**src/rtl/ftoi_pipe.sv**
```systemverilog
// Three-stage IEEE-754 single to signed int32 converter, round-half-away-from-zero, saturating.
// Optional FTOI_INVALID_EN adds out_invalid (NaN, Inf or saturated result).
module ftoi_pipe #(
   parameter int LATENCY = 3
) (
   input  logic        clk,
   input  logic        rstn,
   input  logic        in_valid,
   output logic        in_ready,
   input  logic [31:0] in_data,
   output logic        out_valid,
   input  logic        out_ready,
   output logic [31:0] out_data
`ifdef FTOI_INVALID_EN
   ,
   output logic        out_invalid
`endif
);

   generate
      if (LATENCY != 3) begin : g_bad_latency
         $error("ftoi_pipe: LATENCY must be 3");
      end
   endgenerate

   logic        en;

   // Stage 1: unpack and classify
   logic        v1_q;
   logic        s1_q;
   logic [7:0]  e1_q;
   logic [23:0] mant1_q;
   logic        zero1_q, ovf1_q;
   logic [7:0]  e_in;
   logic        zero1_d, ovf1_d;

   // Stage 2: aligned magnitude plus round bit
   logic        v2_q;
   logic        s2_q, zero2_q, ovf2_q, rnd2_q;
   logic [32:0] mag2_q;
   logic [32:0] mag2_d;
   logic        rnd2_d;
   logic [7:0]  lsh, rsh;

   // Stage 3: output register
   logic        v3_q;
   logic [31:0] out_data_q;
   logic [31:0] out_data_d;
   logic [32:0] r3;

`ifdef FTOI_INVALID_EN
   logic        inv1_q, inv2_q, inv3_q;
   logic        inv1_d, inv3_d;
`endif

   assign en        = !(v3_q && !out_ready);
   assign in_ready  = en;
   assign out_valid = v3_q;
   assign out_data  = out_data_q;

   assign e_in    = in_data[30:23];
   assign zero1_d = (e_in < 8'd126);
   assign ovf1_d  = (e_in >= 8'd158);

`ifdef FTOI_INVALID_EN
   // -2^31 lands in the overflow band but is exactly representable.
   assign inv1_d      = ovf1_d && !(in_data[31] && e_in == 8'd158 && in_data[22:0] == 23'd0);
   assign out_invalid = inv3_q;
`endif

   always_comb begin
      lsh    = e1_q - 8'd150;
      rsh    = 8'd150 - e1_q;
      mag2_d = 33'd0;
      rnd2_d = 1'b0;
      if (e1_q >= 8'd150) begin
         mag2_d = {9'd0, mant1_q} << lsh;
      end else begin
         mag2_d = {9'd0, mant1_q} >> rsh;
         rnd2_d = |(mant1_q & (24'd1 << (rsh - 8'd1)));
      end
   end

   always_comb begin
      r3         = mag2_q + {32'd0, rnd2_q};
      out_data_d = 32'd0;
`ifdef FTOI_INVALID_EN
      inv3_d     = inv2_q;
`endif
      if (zero2_q) begin
         out_data_d = 32'd0;
      end else if (!s2_q) begin
         if (ovf2_q || r3 > 33'h0_7FFF_FFFF) begin
            out_data_d = 32'h7FFF_FFFF;
`ifdef FTOI_INVALID_EN
            inv3_d     = 1'b1;
`endif
         end else begin
            out_data_d = r3[31:0];
         end
      end else begin
         if (ovf2_q || r3 > 33'h0_8000_0000) begin
            out_data_d = 32'h8000_0000;
`ifdef FTOI_INVALID_EN
            inv3_d     = inv2_q || (r3 > 33'h0_8000_0000);
`endif
         end else begin
            out_data_d = ~r3[31:0] + 32'd1;
         end
      end
   end

   always_ff @(posedge clk or negedge rstn) begin
      if (!rstn) begin
         v1_q       <= 1'b0;
         s1_q       <= 1'b0;
         e1_q       <= 8'd0;
         mant1_q    <= 24'd0;
         zero1_q    <= 1'b0;
         ovf1_q     <= 1'b0;
         v2_q       <= 1'b0;
         s2_q       <= 1'b0;
         zero2_q    <= 1'b0;
         ovf2_q     <= 1'b0;
         rnd2_q     <= 1'b0;
         mag2_q     <= 33'd0;
         v3_q       <= 1'b0;
         out_data_q <= 32'd0;
`ifdef FTOI_INVALID_EN
         inv1_q     <= 1'b0;
         inv2_q     <= 1'b0;
         inv3_q     <= 1'b0;
`endif
      end else if (en) begin
         v1_q       <= in_valid;
         s1_q       <= in_data[31];
         e1_q       <= e_in;
         mant1_q    <= {1'b1, in_data[22:0]};
         zero1_q    <= zero1_d;
         ovf1_q     <= ovf1_d;
         v2_q       <= v1_q;
         s2_q       <= s1_q;
         zero2_q    <= zero1_q;
         ovf2_q     <= ovf1_q;
         rnd2_q     <= rnd2_d;
         mag2_q     <= mag2_d;
         v3_q       <= v2_q;
         out_data_q <= out_data_d;
`ifdef FTOI_INVALID_EN
         inv1_q     <= inv1_d;
         inv2_q     <= inv1_q;
         inv3_q     <= inv3_d;
`endif
      end
   end

endmodule

```
**config.mk**
```make
export PLATFORM = sky130hd
export DESIGN_NAME = ftoi_pipe
export DESIGN_NICKNAME = d
export VERILOG_FILES = /design/src/rtl/ftoi_pipe.sv
export SDC_FILE = /design/constraint.sdc
export NUM_CORES = 1
export LEC_CHECK = 0
export ABC_AREA = 1
export CORE_UTILIZATION = 30
export CTS_CLUSTER_SIZE = 8
export DETAILED_ROUTE_END_ITERATION = 10
export SYNTH_ARGS = -nofsm -noshare
export SYNTH_HDL_FRONTEND = slang
export SYNTH_SLANG_ARGS = --single-unit
```
**constraint.sdc**
```tcl
create_clock -name clk -period 6.7 [get_ports clk]
set_clock_uncertainty 0.1 [all_clocks]
set_input_delay 0.67 -clock clk [delete_from_list [all_inputs] [get_ports clk]]
set_output_delay 0.67 -clock clk [all_outputs]
set_load 0.01 [all_outputs]
```
==> summary.md, run 1 <==
| Metric | Value |
|---|---|
| Seq. cell area | around 2700 um2 |
| TritonCTS clock tree | built |
| Seq/Total Area, Yosys | approximately 26% |
| Die area | roughly 35000 um2 |
| Mapped Cells | ~1800 |
| Syn Std Cell Area | roughly 10000 um2 |
| Static Leak | 5.66 nW |
| Syn. warnings | 0 |
| CP cell instances | buf_4 -> inv_1 -> ha_1 -> clkinv_1 -> buf_4 -> nand2_1 -> nor2_1 -> inv_1 -> nor2_1 -> nor2_1 -> inv_1 -> nor4_1 -> nor2_1 -> nand3_1 -> nand2_1 -> nand2_1 |
| CP required | approximately 6900 ps |
| Total core area | about 34000 um2 |
| Pin count of the biggest net entering global routing | around 110 |
| Fin. Hold Viols | 0 |
| Initial antenna violation count | 0 |
| Syn Area/Cell | between 5 and 6 um2 |
| DIE WIDTH | ~190 um |
| Buf+Inv Stages, Crit Path | 6 |
| First DRT Iteration DRCs | 936 |
| Final net count | between 1500 and 2000 |
| Status | complete, no violations |
| Worst hold path class | primary input to asynchronous set/reset pin |
| Via count | around 12000 |
| Fmax achieved | 244 MHz |
| Final core occ | around a third |
| CTS resizes | 0 |
| Share of cells above drive strength 1 | ~7% |
| H-Tree Depth | 3 |
| Crit Path Class | flop to flop |
| CP Data Arrival Time | around 4300 ps |
| R2R setup slack | approximately 2600 ps |
| First drt pass iteration count | 5 |
| Highest net fanout along the worst path | 50 |
| Vias in the first global route | approximately 11000 |
| Setup-failing EPs final | 0 |
| Initial Utilization | 30.8% |
| Routed len/inst | 16.8 um |
| CP startpoint kind | flop |
| Clock root cell | clkbuf_16 |
| DPL Wire Length | roughly 29000 um |
| Crit end category | flop |
| Number of buffers created by CTS | 9 |
| Clock Pin Slew Worst Setup and Hold Paths | about 90 ps |
| Total grt overflow | 0 |
| Placed insts | about 2200 |
| Crit-path leading delay family | simple AND/OR/NAND/NOR gates |
| Slowest-stage cell, CP | nor2_1 |
| GRT Overall Usage | a little over a fifth |
| Detailed-route DRC error count | 0 |
| Clock Sinks | 107 |
| # rows | 67 |
| Fin Hold WS | between 200 and 300 ps |
| Setup bufs post-CTS | 0 |
| Top cells by area, synth | dfrtp_1 26%, nand2_1 23%, nand3_1 11%, nor2_1 7.2%, o21ai_0 5.3% |
| #FFs+latches synth | between 100 and 150 |
| Vias per cell | 5.19 |
| Worst-margin pin slew | slightly above 1000 ps |
| Clk_lat worst skew | ~400 ps |
| IO Count | 70 |
| Most frequent cells in the layout | 637 x nand2_1, 220 x nand3_1, 200 x nor2_1 |
| ANT nets after route | 0 |
| Power Density | roughly 430 nW/um2 |
| Fin crit share | 61.1% |
| Most frequent CP cell | nor2_1 |
| Post-Syn Nets | around 1800 |
| Fin cells | roughly 2300 |
| Antenna diode count | 0 |
| Top cell type by total area after synthesis | dfrtp_1 |
| CTS Buffer Depth | 2 |
| WL final | 37800 um |
| Unique masters post-synth | 44 |
| RePlAce Congestion | between 0.9 and 1 |
| Fin worst setup slack | approximately 2600 ps |
| Multi-input gate area | between 6000 and 7000 um2 |
| Rel. slew slack | just over 30% |
| CTS Hold Bufs | 0 |
| Setup TNS | 0 ps |
| Global-route wire length before repair | roughly 60000 um |
| Unrepaired setup endpoints after global routing | false |
| Chip height | between 150 and 200 um |
| Area Growth Syn to Fin | 12.7% |
| Largest stage delay on the critical path | a little under 800 ps |
| Share of the synthesized area in the top cell type | 25.7% |
| Max Slew Vio Count | 0 |
| Most common cell after layout, fill and taps aside | nand2_1 |
| PortBufs | 69 |
| Fill cells | a little under 4000 |
| MaxCap Viol Count | 0 |
| Max VDD drop | between 150 and 200 uV |
| Crit path time final | between 4000 and 5000 ps |
| Dpl ws | ~2600 ps |
-- cell usage after synthesis (all sizes together) --
cell type	number
buf	24
xor2	16
nor3	17
clkinv	10
o2111ai	2
a31oi	7
a31o	1
o211ai	4
xnor2	4
o21ai	133
nor4	2
nand2	673
ha	8
nand3	225
clkbuf	55
nor2	226
a22oi	2
a21oi	51
o22ai	8
inv	141
o21bai	5
o21a	1
dfrtp	107
o31ai	2
nand4	59
or2	5
nand3b	4
-- state kept, by name (all words and copies together), names as in the netlist, 8 cells and up --
| signal | cells |
|---|---|
| out_data | 32 |
| mag2_q | 33 |
| e1_q | 8 |
| mant1_q | 24 |
-- where the power goes --
group          total, mW  leakage, nW  switching (mW)  internal [mW]
combinational       3.34         4.17            2.29           1.05
clock              0.593        0.146           0.297          0.296
sequential          1.11         1.34           0.239          0.869
total               5.04         5.66            2.83           2.21
-- worst paths after layout --
| kind | end | start | cells after the start |
|---|---|---|---|
| max | rnd2_q | e1_q[0] | 16 |
| min | mag2_q[30] | rstn | 1 |
| max reg2reg | rnd2_q | e1_q[0] | 16 |
| min reg2reg | out_valid | v2_q | 2 |
| max in group asynchronous | mant1_q[1] | rstn | 2 |
| min in group clk | out_valid | v2_q | 2 |
-- layout make-up --
| type | instances | share of cell area [%] |
|---|---|---|
| sequential | 107 | 22.8 |
| clock inverter | 7 | 0.693 |
| tap | 448 | 4.77 |
| multi-input combinational | 1455 | 58.4 |
| timing repair buffer | 80 | 6.56 |
| inverter | 151 | 4.86 |
| clock buffer | 9 | 1.92 |
-- kinds of logic after synthesis --
logic type      after synthesis  synth area share [%]
compound gates              216                  11.4
fa+ha+maj                     8                 0.961
xor+xnor                     20                  1.97
simple gates               1211                  51.4
flops                       107                  25.7
buf+inv                     230                  8.57
-- metrics by stage --
stage | area, um2 | power, mW
floorplan | 10400 | 3.40
global placement | 11400 | 4.41
detailed placement | 11400 | 4.42
CTS | 11700 | 5.04
global route | 11700 | 5.51
finish | 11700 | 5.04
-- metal layers --
metal | global-route usage [%] | vias to the layer above | share of wire, %
met4 | 8.25 | 0 | 2.9
met5 | 0 | - | 0
met2 | 37.9 | 313 | 49
li1 | - | 5856 | -
met1 | 26.7 | 5479 | 44
met3 | 2.48 | 59 | 3.5
(Power assumes the default switching activity.)
==> run 2: changes to the inputs <==
Clock period 6.7 ns to 3.4 ns, I/O delays scaled along.
==> summary.md, run 2 (synthesis gave the netlist of run 1 again) <==
| Metric | Value |
|---|---|
| Status | finished, violations left |
| Failing checks | negative hold slack |
| Power Density | 855 nW/um2 (+99%) |
| R2R setup slack | 180 ps (-2420 ps) |
| MaxCap Viol Count | 0 (unchanged) |
| Global-route wire length before repair | 63600 um (+6.0%) |
| Vias in the first global route | 11521 (+5.1%) |
| Routed len/inst | 17.5 um (+4.2%) |
| Reg with most FFs | mag2_q |
| Antenna diode count | 0 (unchanged) |
| Detailed-route DRC error count | 0 (unchanged) |
| First drt pass iteration count | 6 (+1) |
| CP startpoint kind | flop |
| Reg2reg end | out_data[29] |
| Max VDD drop | 319 uV (+91%) |
| Area Growth Syn to Fin | 15.7% |
| Fin. Hold Viols | 2 (+2) |
| NetSw | 5.74 mW (+100%) |
| Fin Hold WS | -4.99 ps (-293 ps) |
| Initial antenna violation count | 0 (unchanged) |
| Most common cell after layout, fill and taps aside | nand2_1 |
| Share of cells above drive strength 1 | 9.07% (+2.1 points) |
| Rel. slew slack | 33.4% (+2.4 points) |
| Placed inst area | 11700 um2 (+2.2%) |
| Worst-margin pin slew | 999 ps (-33.3 ps) |
| Setup TNS | 0 ps (unchanged) |
| Largest stage delay on the critical path | 370 ps (-400 ps) |
| Clk_lat worst skew | 390 ps (about the same) |
| Crit-path leading delay family | simple AND/OR/NAND/NOR gates |
| Slowest-stage cell, CP | dfrtp_1 |
| Unrepaired setup endpoints after global routing | false |
| CP cell instances | ha_1 -> ha_2 -> nand2_4 -> nor2_8 -> nand2_4 -> inv_1 -> nand3_1 -> nand2_1 -> nand2_1 -> nor2_2 -> nand2_1 -> nor2_1 -> nand3_2 -> nand2_4 -> nand2_4 -> nand2_4 -> buf_4 -> nand4_1 -> nand2_1 |
| RePlAce Congestion | 1.00 (+2.1%) |
| Most frequent cells in the layout | 636 x nand2_1, 220 x nand3_1, 197 x nor2_1 |
| PortBufs | 69 (unchanged) |
| Via count | 12045 (+2.9%) |
| # rows | 67 (unchanged) |
| Final Cell Area | 12100 um2 (+2.6%) |
| First DRT Iteration DRCs | 1114 (+19%) |
| CP required | 3630 ps (-3300 ps) |
| Total core area | 33900 um2 (unchanged) |
| Buf+Inv Stages, Crit Path | 2 (-4) |
| WL final | 40000 um (+5.6%) |
| TritonCTS clock tree | built |
| Fin crit share | 94.7% (+34 points) |
| Most frequent CP cell | nand2_4 |
| Chip height | 188 um (unchanged) |
| Clk pwr share | 11.1% (-0.7 points) |
| IO Count | 70 (unchanged) |
| Number of buffers created by CTS | 9 (unchanged) |
| H-Tree Depth | 3 (unchanged) |
| DPL Wire Length | 31400 um (+7.3%) |
| ANT nets after route | 0 (unchanged) |
| CTS Buffer Depth | 2 (unchanged) |
| Power Internal | 4.57 mW (+110%) |
| Net Sw Frac | 55.7% (-0.46 points) |
| Initial Utilization | 30.8% (unchanged) |
| Crit end category | flop |
| GRT Overall Usage | 22.9% (+1.4 points) |
| DIE WIDTH | 188 um (unchanged) |
| Final net count | 1880 (+1.7%) |
| R2R Path Start | rnd2_q |
| CP Data Arrival Time | 3440 ps (-890 ps) |
| Setup-failing EPs final | 0 (unchanged) |
| Highest net fanout along the worst path | 9 (-82%) |
| Seq pwr share | 21.3% (-0.7 points) |
| Vias per cell | 5.26 (+1.4%) |
| Static Leak | 5.83 nW (+3.0%) |
| Fmax achieved | 311 MHz (+27%) |
| Total grt overflow | 0 (unchanged) |
| Clock Sinks | 107 (unchanged) |
| Worst hold path class | primary input to asynchronous set/reset pin |
| Clock root cell | clkbuf_16 |
| Clock Pin Slew Worst Setup and Hold Paths | 90 ps (about the same) |
| Crit Path Class | flop to flop |
| Max Slew Vio Count | 0 (unchanged) |
| Die area | 35500 um2 (unchanged) |
| Crit path time final | 3220 ps (-877 ps) |
| Number of flip-flops in the largest register | 33 (unchanged) |
| Pin count of the biggest net entering global routing | 106 (unchanged) |
| Register-to-Register Path Depth | 19 (+3) |
| Power share of the combinational group | 67.5% (+1.3 points) |
==> run 2: cell count changes in the layout (fill, tap and decap cells not counted), moves of 2 or more <==
cell / change
xor2_1: -2
nor2_4: +2
clkbuf_8: +2
inv_8: -2
buf_4: +30
xor2_2: +2
buf_12: +2
nor2_1: -3
clkinvlp_4: -2
==> run 2: timing repair <==
action	CTS	global route
endpoints found under the setup margin	0	28
gates resized for setup	0	12
buffers inserted	0	2
hold buffers	0	0
hold endpoints to repair	0	0
==> run 2: stage by stage <==
step | utilization (%) | worst slack [ps] | total power, mW | std cells
floorplan | - | 338 | 6.70 | 1792
CTS | 35.4 | 101 | 10.2 | 2287
global placement | 34.5 | 100 | 9.06 | 2271
finish | 35.6 | 181 | 10.3 | 2289
global route | 35.6 | 6.58 | 11.2 | 2289
detailed placement | 34.5 | 141 | 9.04 | 2271
==> run 2: cell type report <==
type / count / area (um2)
fill: 3800 / 21800
multi-input combinational: 1455 / 6900
sequential: 107 / 2680
timing repair buffer: 112 / 1040
inverter: 151 / 571
tap: 448 / 561
clock buffer: 12 / 256
clock inverter: 4 / 48.8
==> run 2: worst reg2reg max path, delay by kind of cell (launching register included) <==
family | cells | cell delay (ps)
adder cells (fa/ha/maj) | 2 | 460
buffers and inverters | 2 | 270
flip-flops | 1 | 370
AND/OR/NAND/NOR | 15 | 1980
==> run 2: metal layers <==
layer | part of all wire, % | global-route usage (%) | vias up
met5 | 0 | 0 | -
met4 | 4.7 | 10.5 | 0
met3 | 5.6 | 3.35 | 105
met2 | 48 | 39.3 | 449
met1 | 42 | 28.2 | 5592
li1 | - | - | 5899
==> run 2: worst max-delay path by stage <==
stage               cells past startpoint  startpoint           end  slack, ps
floorplan                              19     e1_q[0]        rnd2_q        340
global placement                       17      rnd2_q  out_data[30]        100
detailed placement                     19      rnd2_q  out_data[29]        140
CTS                                    17      rnd2_q  out_data[30]        100
global route                           19     e1_q[1]     mag2_q[3]          7
finish                                 19      rnd2_q  out_data[29]        180
==> run 2: power by group through the flow <==
stage          Sequential [mW]  Combinational, mW  Clock (mW)
2_1_floorplan             2.12               4.58           0
3_3_place_gp              2.20               6.86           0
3_5_place_dp              2.21               6.83           0
4_1_cts                   2.19               6.86        1.18
5_1_grt                   2.25               7.75        1.24
6_report                  2.20               6.96        1.15
